[src/rtl/rx_to_mem_pkg.sv]
// rtl/rx_to_mem_pkg.sv - shared constants and state encodings for the UART-to-matrix loader
package rx_to_mem_pkg;

    // 9600 baud at 100 MHz; the transmit path's baud constant must match this value.
    localparam int CLKS_PER_BIT_DEFAULT = 10416;

    typedef enum logic [2:0] {
        IDLE    = 3'd0,
        WAIT_HI = 3'd1,
        WAIT_LO = 3'd2,
        WRITE   = 3'd3,
        DONE    = 3'd4
    } load_state_t;

    typedef enum logic [1:0] {
        RX_IDLE  = 2'd0,
        RX_START = 2'd1,
        RX_DATA  = 2'd2,
        RX_STOP  = 2'd3
    } rx_state_t;

endpackage

[src/rtl/rx_to_mem_if.sv]
// rtl/rx_to_mem_if.sv - matrix memory write port bundle
interface rx_to_mem_if;
    logic        write;
    logic [31:0] write_address;
    logic [15:0] write_value;

    modport master (output write, output write_address, output write_value);
    modport slave  (input  write, input  write_address, input  write_value);
endinterface

[src/rtl/rx_to_mem_uart_rx_byte.sv]
// rtl/rx_to_mem_uart_rx_byte.sv - 8N1 UART byte sampler with start-bit glitch rejection
module uart_rx_byte
    import rx_to_mem_pkg::*;
#(
    parameter int clks_per_bit = CLKS_PER_BIT_DEFAULT
) (
    input  logic       clk,
    input  logic       rst,
    input  logic       rx_data,
    output logic       byte_valid,
    output logic [7:0] byte_out,
    output logic       frame_err
);

    localparam int CW = $clog2(clks_per_bit + 1);
    localparam logic [CW-1:0] FULL_LAST = CW'(clks_per_bit - 1);
    localparam logic [CW-1:0] HALF_LAST = CW'(clks_per_bit / 2 - 1);

    logic            sync1, sync2, rx_prev;
    rx_state_t       state_q, state_d;
    logic [CW-1:0]   cnt_q, cnt_d;
    logic [2:0]      bit_q, bit_d;
    logic [7:0]      shreg_q, shreg_d;

    always_ff @(posedge clk or posedge rst) begin
        if (rst) begin
            sync1   <= 1'b1;
            sync2   <= 1'b1;
            rx_prev <= 1'b1;
            state_q <= RX_IDLE;
            cnt_q   <= '0;
            bit_q   <= '0;
            shreg_q <= '0;
        end else begin
            sync1   <= rx_data;
            sync2   <= sync1;
            rx_prev <= sync2;
            state_q <= state_d;
            cnt_q   <= cnt_d;
            bit_q   <= bit_d;
            shreg_q <= shreg_d;
        end
    end

    always_comb begin
        state_d    = state_q;
        cnt_d      = cnt_q + CW'(1);
        bit_d      = bit_q;
        shreg_d    = shreg_q;
        byte_valid = 1'b0;
        frame_err  = 1'b0;
        case (state_q)
            RX_IDLE: begin
                cnt_d = '0;
                // Edge, not level: a line held low after a bad stop bit must not start a frame.
                if (rx_prev && !sync2) state_d = RX_START;
            end
            RX_START: begin
                if (cnt_q == HALF_LAST) begin
                    cnt_d   = '0;
                    bit_d   = '0;
                    state_d = sync2 ? RX_IDLE : RX_DATA;
                end
            end
            RX_DATA: begin
                if (cnt_q == FULL_LAST) begin
                    cnt_d   = '0;
                    shreg_d = {sync2, shreg_q[7:1]};
                    bit_d   = bit_q + 3'd1;
                    if (bit_q == 3'd7) state_d = RX_STOP;
                end
            end
            RX_STOP: begin
                if (cnt_q == FULL_LAST) begin
                    cnt_d      = '0;
                    state_d    = RX_IDLE;
                    byte_valid = sync2;
                    frame_err  = !sync2;
                end
            end
            default: state_d = RX_IDLE;
        endcase
    end

    assign byte_out = shreg_q;

endmodule

[src/rtl/rx_to_mem.sv]
// rtl/rx_to_mem.sv - pairs received UART bytes into 16-bit elements and writes them to matrix memory
module rx_to_mem
    import rx_to_mem_pkg::*;
#(
    parameter int row          = 2,
    parameter int column       = 2,
    parameter int clks_per_bit = CLKS_PER_BIT_DEFAULT
) (
    input  logic            clk,
    input  logic            rst,
    input  logic            rx_data,
    input  logic            arm,
    rx_to_mem_if.master     mem,
    output logic            load_done,
    output logic            frame_err
);

    localparam int N = row * column;
    localparam logic [31:0] LAST_ADDR = 32'(N - 1);

    logic        byte_valid;
    logic [7:0]  byte_out;
    logic        arm_q, arm_qq, arm_rise;
    load_state_t state_q, state_d;
    logic [31:0] addr_q, addr_d, waddr_q, waddr_d;
    logic [15:0] value_q, value_d;

    uart_rx_byte #(.clks_per_bit(clks_per_bit)) u_rx (
        .clk        (clk),
        .rst        (rst),
        .rx_data    (rx_data),
        .byte_valid (byte_valid),
        .byte_out   (byte_out),
        .frame_err  (frame_err)
    );

    assign arm_rise = arm_q & ~arm_qq;

    always_ff @(posedge clk or posedge rst) begin
        if (rst) begin
            arm_q   <= 1'b0;
            arm_qq  <= 1'b0;
            state_q <= IDLE;
            addr_q  <= '0;
            waddr_q <= '0;
            value_q <= '0;
        end else begin
            arm_q   <= arm;
            arm_qq  <= arm_q;
            state_q <= state_d;
            addr_q  <= addr_d;
            waddr_q <= waddr_d;
            value_q <= value_d;
        end
    end

    always_comb begin
        state_d = state_q;
        addr_d  = addr_q;
        waddr_d = waddr_q;
        value_d = value_q;
        // Arm wins over a coincident byte; the in-flight sampler is left running.
        if (arm_rise) begin
            state_d = WAIT_HI;
            addr_d  = '0;
        end else begin
            case (state_q)
                WAIT_HI: begin
                    if (byte_valid) begin
                        value_d[15:8] = byte_out;
                        state_d       = WAIT_LO;
                    end
                end
                WAIT_LO: begin
                    if (byte_valid) begin
                        value_d[7:0] = byte_out;
                        waddr_d      = addr_q;
                        state_d      = WRITE;
                    end else if (frame_err) begin
                        state_d = WAIT_HI;
                    end
                end
                WRITE: begin
                    if (addr_q == LAST_ADDR) begin
                        state_d = DONE;
                    end else begin
                        addr_d  = addr_q + 32'd1;
                        state_d = WAIT_HI;
                    end
                end
                IDLE, DONE: state_d = state_q;
                default:    state_d = IDLE;
            endcase
        end
    end

    // Address is latched on entry to WRITE so it holds steady between writes.
    assign mem.write         = (state_q == WRITE);
    assign mem.write_address = waddr_q;
    assign mem.write_value   = value_q;
    assign load_done         = (state_q == DONE);

endmodule

[src/flat_wrapper.sv]
// flat-port wrapper written by rule: the top's interface ports become plain ports
module rx_to_mem_flat import rx_to_mem_pkg::*;
#(
    parameter int row          = 2,
    parameter int column       = 2,
    parameter int clks_per_bit = CLKS_PER_BIT_DEFAULT
)
  (clk, rst, rx_data, arm, load_done, frame_err, mem_write, mem_write_address, mem_write_value);
  rx_to_mem_if mem_i ();
  input  logic clk;
  input  logic rst;
  input  logic rx_data;
  input  logic arm;
  output logic load_done;
  output logic frame_err;
  output wire logic [$bits(mem_i.write)-1:0] mem_write;
  output wire logic [$bits(mem_i.write_address)-1:0] mem_write_address;
  output wire logic [$bits(mem_i.write_value)-1:0] mem_write_value;
  assign mem_write = mem_i.write;
  assign mem_write_address = mem_i.write_address;
  assign mem_write_value = mem_i.write_value;
  rx_to_mem #(.row(row), .column(column), .clks_per_bit(clks_per_bit)) u_core (.clk(clk), .rst(rst), .rx_data(rx_data), .arm(arm), .mem(mem_i), .load_done(load_done), .frame_err(frame_err));
endmodule
[config.mk]
export PLATFORM = sky130hd
export DESIGN_NAME = rx_to_mem_flat
export DESIGN_NICKNAME = d
export VERILOG_FILES = /design/src/rtl/rx_to_mem_pkg.sv /design/src/rtl/rx_to_mem_if.sv /design/src/rtl/rx_to_mem_uart_rx_byte.sv /design/src/rtl/rx_to_mem.sv /design/src/flat_wrapper.sv
export SDC_FILE = /design/constraint.sdc
export NUM_CORES = 1
export LEC_CHECK = 0
export ABC_AREA = 1
export BUFFER_PORTS_ARGS = -buffer_cell sky130_fd_sc_hd__buf_4
export CORE_MARGIN = 8
export CORE_UTILIZATION = 57
export CTS_CLUSTER_DIAMETER = 30
export DETAILED_ROUTE_END_ITERATION = 12
export PLACE_DENSITY = 0.77
export SYNTH_ARGS = -nofsm -noshare
export SYNTH_HDL_FRONTEND = slang
export SYNTH_HIERARCHICAL = 1
export SYNTH_SLANG_ARGS = --single-unit
[constraint.sdc]
create_clock -name clk -period 4.7 [get_ports clk]
set_clock_uncertainty 0.15 [all_clocks]
set_input_delay 0.94 -clock clk [delete_from_list [all_inputs] [get_ports clk]]
set_output_delay 0.94 -clock clk [all_outputs]
set_load 0.005 [all_outputs]
# Yosys cells after proc, flatten, opt, wreduce, memory -nomap -nowiden
# Cells that the tools add are included.
# totals
word_cells	81
in_bits	4
regBits	115
out_inout_bits	51
# op_classes
bitwise	3
mux	26
add_sub_neg	3
n_reduce_logical	15
n_eq_ne	20
# op_table
operator	count
$mux W32	3
$pmux W14 S3	1
$add A32 B1 Y32 const B	1
$eq A32 B2 Y1 const B	1
$mux W14	2
$mux W3	7
$add A14 B1 Y14 const B	1
$eq A14 B13 Y1 const B	1
$eq A14 B14 Y1 const B	1
$mux W2	6
$pmux W3 S4	1
$reduce_and A3 Y1	4
$ne A2 B2 Y1 const B	5
$pmux W2 S4	1
$eq A3 B2 Y1 const B	2
$eq A3 B3 Y1 const B	2
$pmux W3 S2	1
$reduce_and A5 Y1	1
$eq A2 B2 Y1 const B	2
$mux W1	4
$ne A2 B1 Y1 const B	2
$ne A4 B2 Y1 const B	1
$reduce_and A2 Y1	2
$reduce_bool A2 Y1	2
11 further kinds	13

# Depth between registers and ports, before layout
# depth
depth_word	7
ltp_mapped	13
mapped_depth_nobuf	12

# Modules after synthesis
# The synthesis kept the hierarchy.
# by_module_without_submodules
mod	n_inst	seq_area_each_um2	area_per_inst_um2	cells_per_inst
rx_to_mem	1	2127.0	4413.0	595
uart_rx_byte	1	754.5	1612.8	195

# Worst setup path before layout
# OpenSTA, ideal clock, no wires.
# synth_timing
path_type	register -> output
start	register u_core.u_rx.cnt_q[0]
end	output port frame_err
setup_slack_ns	2.507
path_stages_with_launch	6
arrival_ns	1.103
n_path_buf	0
t_required_ns	3.610
path_cell_list	dfrtp_1 ha_1 nand3_2 nor2_1 nand2_2 nor3_1
# synth_via
elab_chain_len	3
# synth_rtl
item	line	rtl
start, declared	rx_to_mem_uart_rx_byte.sv:21	logic [CW-1:0] cnt_q, cnt_d;
start signal, assigned	rx_to_mem_uart_rx_byte.sv:39	cnt_q <= cnt_d;
$eq A14 B14 Y1	rx_to_mem_uart_rx_byte.sv:74	if (cnt_q == FULL_LAST) begin
$mux W1	rx_to_mem_uart_rx_byte.sv:74	
$mux W1	rx_to_mem_uart_rx_byte.sv:52	case (state_q)
end, declared	flat_wrapper.sv:15	output logic frame_err;
# Every way passes these cells.

# Worst setup path in the final report
# Same ends and word-level chain as after synthesis.

==> results.md <==
Run status:
- The run finished with clean final reports.

Setup path:
- Walking the worst path, the cells encountered are ha_1 > nand3_2 > nor2_1 > nand2_2 > nor3_1 > buf_4.
- The critical path start-end classification is flop to output port.
- The kind of end point of the critical path is an output port.
- On the worst path, the slowest cell contributes a delay of ~0.36 ns.
- The slowest library cell on the worst path is sky130_fd_sc_hd__dfrtp_1.
- The startpoint kind of the worst setup timing path is a flop.
- The data arrival time at the worst-slack endpoint is 2.05 ns.
- At the worst endpoint, the required time is ~3.6 ns.
- In this run the worst path has a maximum fanout of 4.

Clock network:
- The TritonCTS clock tree is done.
- The total number of clock tree sinks is ~120.
- The clock transition at the registers of the reported paths is 0.05 ns.
- CTS placed an instance of sky130_fd_sc_hd__clkbuf_8 at the clock tree root.
- For the worst-skew pair, the clock arrives at the later sink with an insertion delay of 0.53 ns.
- The count of instances resized after the clock tree is built is 0.
- The total CTS buffers is 17.
- The number of buffers inserted by hold repair at cts is 0.
- Post-CTS timing repair inserted 0 buffers for setup.
- The H-tree level count is 4.
- The maximum root-to-sink buffer count is 2.

Synthesis:
- The number of enable flip-flop cells after synthesis is 0.
- The count of yosys warnings during synthesis is 6.
- The cell area after synthesis is between 6000 and 7000 sq um.
- In this run the mean area of a mapped cell was roughly 7.6 sq um.
- The most used flip-flop cell after synthesis is sky130_fd_sc_hd__dfrtp_1.
- The net count of the mapped netlist is ~800.
- The largest total area in the synthesized netlist belongs to sky130_fd_sc_hd__dfrtp_1.
- The share of synthesized area in the top cell type comes to a little under half.
- By area the synthesized netlist is led by sky130_fd_sc_hd__dfrtp_1 (47%), sky130_fd_sc_hd__nand2_1 (15%), sky130_fd_sc_hd__nor2_1 (7.0%).
- The number of distinct library cell variants in the gate-level netlist after synthesis is 37.
- The sequential cell area fraction in the yosys report is 47.8%.
- The synthesis-stage register bit count is 115.
- The fraction of synthesis flops using an asynchronous set or reset pin is between 90% and 100%.
- The cell count after synthesis came out at 790.

Flow run:
- The max-cap check violation count is 0.

Timing:
- After routing, the total negative slack on setup checks comes to 0 ns.
- Setup repair after global routing left no endpoint under its margin.
- Based on the critical path, the design can be clocked at up to 0.318 GHz.
- The total count of max-transition violations in the final report is 0.
- The slew at the pin closest to its max-slew limit is between 1 and 1.5 ns.
- The total count of hold-check failures in the final report came to 0.
- The final cycle utilization of the critical path is between 60% and 70%.
- The relative slew slack is ~26%.
- Counting I/O delays and the setup requirement, the final critical path takes 3.14 ns.
- Setup slack closes at roughly 1.6 ns.
- The number of setup violations in the final report is 0.

Pwr:
- The clock share of power is 45.0%.
- Across the VDD grid, the largest voltage drop is 0.303 mV.
- Of the total power, registers draw a little over 40%.
- Dividing total power by cell area gives a power density of around 370 nW/um^2.
- The switching power total is about 0.76 mW.
- For this design the static power due to leakage is about 3.3 nW.
- Per report_power, the combinational group accounts for between 10% and 20% of the total.
- The internal cell power is 1.83 mW.
- Net switching is between 20% and 30% of the power.

Place:
- The routability-driven placement congestion ratio is roughly 0.94.
- The count of buffers added on input and output ports is 54.
- The worst slack after detailed placement is slightly below 2 ns.
- The HPWL after detailed placement is roughly 11,000 um.

Cells and area:
- The layout-stage area growth over the synthesis result is 16.8%.
- The number of antenna diodes in the final layout is 0.
- The post-layout net count is 856.
- The share of cells above drive strength 1 is approximately 17%.
- The number of fill cells in the layout is 848.

Global routing:
- The total track usage is 21.9%.
- The maximum number of pins on one net before global-route repair is 60.
- The initial antenna violation count is 0.
- The first global-routing pass estimated roughly 25,000 um of wire.
- Global routing finished with a remaining overflow of 0.
- The via count of the first global-routing pass is slightly above 5,000.

Floorplanning:
- For this configuration, the core starts out at a cell density of between 50% and 60%.
- The height of the chip is between 100 and 150 um.
- The width of the chip is 119 um.
- 55 I/O pins were placed.
- The floorplan row count is 37.
- The floorplan step defined a core boundary enclosing around 10,000 sq um.
- The floorplan step defined a die boundary enclosing between 10,000 and 15,000 sq um.

Route:
- The initial detailed-routing violation count is 515.
- Dividing the detail-routed wire length by the instance count gives approximately 15 um.
- The number of iterations in the first detailed-routing pass is 6.
- The detail route stage leaves a number of antenna-violating nets equal to 0.
- Using the TritonRoute via totals, the vias-per-cell ratio works out to roughly 5.3.
- For this block, the via count after detailed routing is about 5,300.
- The residual DRC count is 0.
- Wires add up to 14,800 um.

Worst hold path:
- The tightest min-delay check is of the flop to flop type.
[final timing paths]
| path | from | to | slack, ns | cells past startpoint |
|---|---|---|---|---|
| max | u_core/u_rx/cnt_q[0]$_DFF_PP0_ | frame_err | 1.56 | 6 |
| min | u_core/u_rx/sync1$_DFF_PP1_ | u_core/u_rx/sync2$_DFF_PP1_ | 0.21 | 0 |
| max reg2reg | u_core/u_rx/cnt_q[0]$_DFF_PP0_ | u_core/mem.write_address[15]$_DFFE_PP0P_ | 1.84 | 10 |
| min reg2reg | u_core/u_rx/sync1$_DFF_PP1_ | u_core/u_rx/sync2$_DFF_PP1_ | 0.21 | 0 |
| max in group asynchronous | rst | u_core/mem.write_address[6]$_DFFE_PP0P_ | 3.02 | 3 |
| min in group asynchronous | rst | u_core/mem.write_address[30]$_DFFE_PP0P_ | 0.47 | 2 |
[power by group through the flow]
stage	combinational, mW	clock, mW	sequential [mW]
4_1_cts	0.347	1.19	1.07
2_1_floorplan	0.295	0	1.08
5_1_grt	0.397	1.24	1.08
3_5_place_dp	0.341	0	1.09
3_3_place_gp	0.323	0	1.09
6_report	0.348	1.17	1.07
[kinds of logic (layout without fill, tap and decap cells)]
kind of cell               Yosys count  in the layout  synth area share (%)
AOI/OAI and AO/OA                  106            106                  9.78
xor gates and xnor gates            13             13                  1.89
adders and majority gates            4              4                 0.831
buffers and inverters              102            173                  7.45
DFF                                115            115                  47.8
muxes                                2              2                 0.374
and+or+nand+nor                    448            448                  31.9
[layout make-up]
| cell class | count | area, sq um | share of cell area [%] |
|---|---|---|---|
| sequential | 115 | 2880 | 40.9 |
| multi-input combinational | 573 | 2700 | 38.4 |
| clock buffer | 19 | 432 | 6.13 |
| timing repair buffer | 56 | 420 | 5.97 |
| inverter | 85 | 323 | 4.59 |
| tap | 136 | 170 | 2.42 |
| clock inverter | 13 | 110 | 1.56 |
[cells in the mapped netlist (all sizes together), types with 2 or more instances]
cell type,instances
xor2,12
dfrtp,112
buf,10
clkbuf,7
nand2,248
nand3,64
ha,4
mux2,2
dfstp,3
inv,85
nor3,7
o21ai,96
a21oi,9
nor2,125
[sequential cells by signal, summed over array words and instances, names as in the netlist, named ones only]
register and cells:
u_core/state_q 3, u_core/u_rx/sync1 1, u_core/arm_q 1, u_core/mem.write_value 16, u_core/u_rx/rx_prev 1, u_core/u_rx/state_q 1
u_core/u_rx/byte_out 8, u_core/arm_qq 1, u_core/mem.write_address 32, u_core/u_rx/sync2 1, u_core/addr_q 32, u_core/u_rx/bit_q 3
u_core/u_rx/cnt_q 14
[metal layers]
layer	track usage, %	part of all wire (%)
met3	4.72	5.7
met2	37.0	50
met5	0	0
met4	12.2	2.4
met1	25.5	42
[cells in the final DEF, fill, tap and decap left out, drive strengths merged]
cell type	n
nand2	248
dfrtp	112
o21ai	96
or2	1
mux2	2
ha	4
a21boi	1
buf	56
xnor2	1
nor3b	1
nor2	125
inv	86
and3	1
xor2	12
nand3	64
clkinv	9
dfstp	3
clkbuf	19
bufinv	1
nand4	1
clkinvlp	2
a21oi	9
nor3	7
[critical path: cells and delay by family, from the launching register on]
family | cells | cell delay, ns
buffers and inverters | 1 | 0.19
and+or+nand+nor | 4 | 0.76
DFF | 1 | 0.36
adders and majority gates | 1 | 0.22
[through the flow]
stage                     total power, mW  cells  hold WS (ns)  util (%)  cell area (sq um)
after detailed placement             1.43    965         0.201      63.2               6490
after floorplan                      1.37    790         0.195         -               6030
final                                2.59    997         0.210      68.5               7040
after CTS                            2.61    997         0.209      68.5               7040
after global placement               1.41    965         0.197      63.2               6490
after global routing                 2.71    997         0.215      68.5               7040
Note: power is estimated with default switching activity, not from simulation.
